## src/rtl/instr_decoder.sv

```systemverilog
// -----------------------------------------------------------------------------
// instr_decoder
//
// Collects a variable-length instruction from a byte stream and presents it
// as one decoded word. Each instruction is an opcode byte followed by 0, 1 or
// 2 operand bytes:
//   opcode[7:6] = operand count N (3 is illegal)
//   opcode[5:4] = ignored
//   opcode[3:0] = op_code
// Once the last byte has been taken, op_valid pulses for one cycle. During
// that cycle the decoder stalls the stream (ready low). An illegal opcode is
// dropped and op_error pulses for one cycle.
//
// Ports
//   clk          rising-edge clock
//   reset        synchronous, active-low reset
//   start        byte-valid strobe; a byte is taken when start && ready
//   data_in      opcode or operand byte (DATA_W bits, opcode uses [7:0])
//   ready        decoder can accept a byte this cycle (from state register)
//   op_valid     one-cycle pulse; op_code/operand_a/operand_b are valid
//   op_code      operation code = opcode[3:0]
//   operand_a    first operand, 0 if the instruction supplies none
//   operand_b    second operand, 0 if the instruction supplies fewer than 2
//   op_error     one-cycle pulse; illegal opcode (N=3) was taken
//   instr_count  number of op_valid pulses since reset, wraps at 256
// -----------------------------------------------------------------------------
module instr_decoder #(
  parameter int DATA_W = 8
) (
  input  logic              clk,
  input  logic              reset,
  input  logic              start,
  input  logic [DATA_W-1:0] data_in,
  output logic              ready,
  output logic              op_valid,
  output logic [3:0]        op_code,
  output logic [DATA_W-1:0] operand_a,
  output logic [DATA_W-1:0] operand_b,
  output logic              op_error,
  output logic [7:0]        instr_count
);

  typedef enum logic [1:0] {
    S_IDLE   = 2'd0,
    S_OPND_A = 2'd1,
    S_OPND_B = 2'd2,
    S_EMIT   = 2'd3
  } state_t;

  state_t            r_state;
  logic              r_two_ops;     // current instruction carries a second operand
  logic              r_op_valid;
  logic              r_op_error;
  logic [3:0]        r_op_code;
  logic [DATA_W-1:0] r_operand_a;
  logic [DATA_W-1:0] r_operand_b;
  logic [7:0]        r_instr_count;

  logic              w_accept;
  logic [1:0]        w_num_ops;

  // ready is the only output decoded straight from the state register, so
  // the fetch stage sees the stall in the same cycle as op_valid.
  assign ready     = (r_state != S_EMIT);
  assign w_accept  = start && ready;
  assign w_num_ops = data_in[7:6];

  assign op_valid    = r_op_valid;
  assign op_error    = r_op_error;
  assign op_code     = r_op_code;
  assign operand_a   = r_operand_a;
  assign operand_b   = r_operand_b;
  assign instr_count = r_instr_count;

  // NOTE: all state is updated with non-blocking assignments so every branch
  // below reads the pre-edge values of the registers, independent of the
  // order the statements are written in.
  always_ff @(posedge clk) begin
    if (!reset) begin
      r_state       <= S_IDLE;
      r_two_ops     <= 1'b0;
      r_op_valid    <= 1'b0;
      r_op_error    <= 1'b0;
      r_op_code     <= '0;
      r_operand_a   <= '0;
      r_operand_b   <= '0;
      r_instr_count <= '0;
    end else begin
      // Both pulses default low; they are only raised for the single edge
      // that produces them.
      r_op_valid <= 1'b0;
      r_op_error <= 1'b0;

      case (r_state)
        S_IDLE: begin
          if (w_accept) begin
            if (w_num_ops == 2'd3) begin
              // Illegal opcode: flag it, keep the previous decode intact.
              r_op_error <= 1'b1;
            end else begin
              r_op_code   <= data_in[3:0];
              r_operand_a <= '0;
              r_operand_b <= '0;
              r_two_ops   <= (w_num_ops == 2'd2);
              if (w_num_ops == 2'd0) begin
                r_state       <= S_EMIT;
                r_op_valid    <= 1'b1;
                r_instr_count <= r_instr_count + 8'd1;
              end else begin
                r_state <= S_OPND_A;
              end
            end
          end
        end

        S_OPND_A: begin
          if (w_accept) begin
            r_operand_a <= data_in;
            if (r_two_ops) begin
              r_state <= S_OPND_B;
            end else begin
              r_state       <= S_EMIT;
              r_op_valid    <= 1'b1;
              r_instr_count <= r_instr_count + 8'd1;
            end
          end
        end

        S_OPND_B: begin
          if (w_accept) begin
            r_operand_b   <= data_in;
            r_state       <= S_EMIT;
            r_op_valid    <= 1'b1;
            r_instr_count <= r_instr_count + 8'd1;
          end
        end

        S_EMIT: begin
          // One stall cycle while the decoded word is presented; any start
          // seen here is ignored because ready is low.
          r_state <= S_IDLE;
        end

        default: r_state <= S_IDLE;
      endcase
    end
  end

endmodule

```

## config.mk

```make
export PLATFORM = sky130hd
export DESIGN_NAME = instr_decoder
export DESIGN_NICKNAME = d
export VERILOG_FILES = /design/src/rtl/instr_decoder.sv
export SDC_FILE = /design/constraint.sdc
export NUM_CORES = 1
export LEC_CHECK = 0
export ABC_AREA = 1
export CAP_MARGIN = 20
export CORE_MARGIN = 5
export CORE_UTILIZATION = 35
export CTS_CLUSTER_SIZE = 10
export DETAILED_ROUTE_END_ITERATION = 10
export HOLD_SLACK_MARGIN = 0.15
export PLACE_DENSITY = 0.58
export REMOVE_ABC_BUFFERS = 1
export SLEW_MARGIN = 20
export SYNTH_ARGS = -nofsm -noshare
export SYNTH_HDL_FRONTEND = slang
export SYNTH_SLANG_ARGS = --single-unit
```

## constraint.sdc

```tcl
create_clock -name clk -period 2.6 [get_ports clk]
set_clock_uncertainty 0.15 [all_clocks]
set_input_delay 0.52 -clock clk [delete_from_list [all_inputs] [get_ports clk]]
set_output_delay 0.52 -clock clk [all_outputs]
set_load 0.005 [all_outputs]
```

After elaboration in Yosys (flattened, before gate mapping) --
Cells that the tools add are included.
Word-level totals: bits of input ports 11, word-level logic and storage cells 61, output and inout bits 31, register bits after elaboration 33
Cells by class: bitwise operators 1, reduce and logical (&&, ||, !) cells 12, muxes and demuxes 27, $add $sub $neg 1, eq/ne operators 12
Operator list (count):
- 2-to-1 mux 8 bit | 9
- one-hot mux 8 bit (2 select lines) | 2
- one-hot mux 8 bit (3 select lines) | 1
- inequality test 2 bit, second input constant | 7
- AND reduction 4 bit | 3
- 2-to-1 mux 2 bit | 5
- adder 8 x 1 -> 8 bit, second input constant | 1
- equality test 2 bit, second input constant | 4
- 2-to-1 mux 1 bit | 8
- one-hot mux 2 bit (4 select lines) | 1
- AND reduction 7 bit | 1
- AND reduction 3 bit | 2
- logical NOT 2 bit | 2
- nonzero test 2 bit | 2
- one-hot mux 1 bit (3 select lines) | 1
- nonzero test 3 bit | 1
- equality test 2 x 1 -> 1 bit, second input constant | 1
- logical AND 1 bit | 1
- inverter 1 bit | 1

Depth between registers and ports, before layout --
word-level depth 5, gate-level depth with buffers 10, mapped depth without buffers 9

Worst setup path before layout --
Ideal clock, no wire load.
path type register to register, start register r_state[1], end register r_instr_count[5] (netlist: instr_count[5]), data required time 2.337 ns, setup slack 0.995 ns, arrival 1.343 ns, setup time 0.113 ns, clock period less this slack 1.605 ns, path buffers 1, cell stages (with the launch flop) 10, cells stage by stage dfxtp_1 > inv_1 > ha_1 > buf_2 > nand2_1 > o21ai_1 > nor2_4 > nand2_4 > nor2_1 > nor2_1
On the way: word-level cells in the longest chain between the ends 4, elaborated cells on any way between the ends 14, classes of those cells 9 x eq/ne; 1 x mux; 4 x reduce/logical
RTL lines:
- start: declaration | RTL line 50 | state_t r_state;
- start signal: assignment | RTL line 80 | r_state <= S_IDLE;
- start signal: assignment | RTL line 106 | r_state <= S_EMIT;
- start signal: assignment | RTL line 110 | r_state <= S_OPND_A;
- inequality test 2 bit | RTL line 64 | assign ready = (r_state != S_EMIT);
- logical AND 1 bit | RTL line 65 | assign w_accept = start && ready;
- inequality test 2 bit (no source line)
- AND reduction 7 bit (no source line)
- end signal: assignment | RTL line 108 | r_instr_count <= r_instr_count + 8'd1;
- end signal: assignment | RTL line 124 | r_instr_count <= r_instr_count + 8'd1;
- end signal: assignment | RTL line 134 | r_instr_count <= r_instr_count + 8'd1;
- end: declaration | RTL line 57 | logic [7:0] r_instr_count;
Parallel ways exist; a longest one is shown, timed or not. A chain may end at the register's enable or synchronous reset.

Worst setup path in the final report --
start register r_state[0], end output ready
On the way: word-level cells in the longest chain between the ends 1
RTL lines:
- inequality test 2 bit | RTL line 64
- end: declaration | RTL line 34 | output logic ready,
No other way between the ends.

==> flow_summary.json <==
{
  "status": "finished clean",
  "wl_mm": 3.86,
  "dr_wl_met3_um": 178,
  "core-area_um2": 4410,
  "start_util_pct": 36.6,
  "min_to": "operand_a[2]",
  "antenna_found_initial": 0,
  "cts-resized-gates": 0,
  "required_ns": 1.93,
  "tns_ns": 0,
  "firstDrtPassIters": 4,
  "ant_nets": 0,
  "dpl.hpwl_mm": 2.88,
  "io_buffers": 41,
  "drv_slew": 0,
  "cts-root-buf": "clkbuf_8",
  "cts_num_sinks": 33,
  "crit_arrival_ns": 1.44,
  "setup_ws_ns": 0.493,
  "clock_path_buffers": 2,
  "setup_viol": 0,
  "grt_use_total_pct": 13.3,
  "clkLatencyLatePin_ns": 0.28,
  "viasPerCell": 4.62,
  "grt_pass1_wl_mm": 6.56,
  "ys_types": 25,
  "synthAdderAreaFrac_pct": 5.41,
  "synthMuxAreaShare_pct": 0,
  "whs_path_depth": 2,
  "fin_nets": 291,
  "slowest_stage": "clkdlybuf4s50_1",
  "hold_viol": 0,
  "ff2ff_setup_slack_ns": 0.74,
  "syn_inst": 228,
  "drtIter0Drc": 49,
  "pre_cts_ws_ns": 0.461,
  "seq_area_frac_synth_pct": 40.8,
  "route.met2.wl_mm": 1.63,
  "drcViolationCount": 0,
  "cts_setup_buffers": 0,
  "syn_avg_cell_area_um2": 7.10,
  "min_period_ns": 2.11,
  "diodes": 0,
  "drv_cap": 0,
  "power.density_nw_per_um2": 1090,
  "hp-class": "register to register",
  "worst_slew_margin_rel_pct": 57.4,
  "r2r_start": "r_state[0]",
  "gp_congestion": 0.838,
  "synthXorXnorAreaFrac_pct": 0.541,
  "ys.warnings.count": 0,
  "cp_max_fo": 6,
  "synth_area_um2": 1620,
  "hold_path.startpoint": "operand_a[2]",
  "grt_pass1_vias": 1424,
  "ff2ff_path_depth": 5,
  "die_h_um": 78.0,
  "wl_per_cell_um": 11.8,
  "io_pins": 42,
  "fp-row-count": 24,
  "ir_worst_vdd_mv": 0.458,
  "endpoint_kind": "output pin",
  "final_cell_mix": "nand2_1, clkdlybuf4s50_1, dfxtp_1",
  "cts_buffers": 5,
  "highest_layer": "met4",
  "m1WireLength_mm": 1.97,
  "final_common_cell": "nand2_1",
  "via_count": 1506,
  "r2r_end": "operand_b[4]",
  "period_share_pct": 81.0,
  "htree_levels": 2,
  "fmax_mhz": 475,
  "synth_seq_cells": 33,
  "leakage_nw": 0.878,
  "rsz0062_at_grt": "false",
  "synthToLayoutAreaGrowth_pct": 35.7,
  "grt_overflow": 0,
  "synth-simple-area-share_pct": 35.3,
  "start_kind": "register",
  "grt_max_degree": 22,
  "crit_path_cell_trace": "ha_1 -> inv_1 -> clkdlybuf4s50_1",
  "critPathMaxStageDelay_ns": 0.50,
  "postCtsHoldBufs": 0,
  "drive_above_1_share_pct": 6.57,
  "timing_worst_setup_path_type": "register to output pin",
  "synth_compound_area_share_pct": 11.7,
  "fp.dieW_um": 78.0,
  "tightest_slew_ns": 0.637,
  "cts_tree": "built",
  "dieArea_um2": 6080,
  "synth_top_family_by_area": "simple AND/OR/NAND/NOR gates",
  "whs_ns": 0.310,
  "clk_pin_slew_ns": 0.06
}
-- cell usage after synthesis --
master | count | area [um2]
nor2_2 | 1 | 6.26
o21ai_1 | 1 | 5.00
o21ai_2 | 1 | 8.76
inv_2 | 1 | 3.75
inv_1 | 18 | 67.6
or2_1 | 1 | 6.26
o211ai_1 | 2 | 15.0
a21oi_1 | 24 | 120
nand3b_1 | 9 | 67.6
o21ai_0 | 8 | 40.0
nand4_1 | 2 | 12.5
nor3_1 | 2 | 10.0
ha_1 | 7 | 87.6
nand3_1 | 8 | 40.0
dfxtp_1 | 33 | 661
nand2_4 | 3 | 33.8
nand3_2 | 1 | 10.0
clkbuf_1 | 2 | 7.51
nor2_1 | 26 | 97.6
nand2_2 | 1 | 6.26
xnor2_1 | 1 | 8.76
nand2_1 | 72 | 270
nor2_4 | 1 | 11.3
buf_6 | 1 | 11.3
buf_2 | 2 | 10.0
-- registers in the layout, summed over array words and instances (netlist names) --
name,count
operand_a,8
r_two_ops,1
op_error,1
operand_b,8
op_code,4
op_valid,1
instr_count,8
r_state,2
-- layer usage --
metal / vias up / track usage [%]
met5: - / 0
met4: 0 / 6.59
met3: 5 / 2.89
met2: 28 / 19.2
met1: 651 / 18.5
li1: 822 / -
-- how the worst max path moves through the flow --
stage          startpoint              to  slack [ns]  cells after the start
5_1_grt        r_state[0]           ready        0.40                      3
2_1_floorplan  r_state[0]  instr_count[3]        1.01                      8
3_3_place_gp        start    operand_b[5]        0.42                      7
3_5_place_dp        start    operand_b[2]        0.46                      7
6_report       r_state[0]           ready        0.49                      3
4_1_cts        r_state[0]           ready        0.48                      3
-- logic make-up (layout without fill, tap and decap cells) --
group | Yosys count | count (layout)
AO/OA/AOI/OAI | 36 | 36
XOR/XNOR | 1 | 1
buffers and inverters | 24 | 70
adder cells (fa/ha/maj) | 7 | 7
AND/OR/NAND/NOR | 127 | 127
flip-flops | 33 | 33
-- per-stage QoR --
step	cells	util [%]	area (um2)	total power, mW
after global routing	326	49.7	2200	2.61
final	326	49.7	2200	2.40
after CTS	326	49.7	2200	2.43
after detailed placement	318	47.1	2080	1.93
after global placement	318	47.1	2080	1.93
after floorplan	223	-	1590	1.51
-- area by class of cell --
type,count,area [um2]
fill,455,2220
multi-input combinational,171,857
sequential,33,661
timing repair buffer,43,425
clock buffer,7,86.3
inverter,19,71.3
tap,52,65.1
clock inverter,1,30.0
-- power by group --
| part | total [mW] | internal, mW | switching, mW |
|---|---|---|---|
| Combinational | 1.16 | 0.492 | 0.671 |
| Clock | 0.488 | 0.312 | 0.176 |
| Sequential | 0.745 | 0.630 | 0.114 |
-- worst max-delay path, delay by kind of cell, from the launching register on --
family,cells,cell delay (ns)
buf+inv,2,0.57
flops,1,0.36
fa+ha+maj,1,0.23
(Power assumes the default switching activity.)
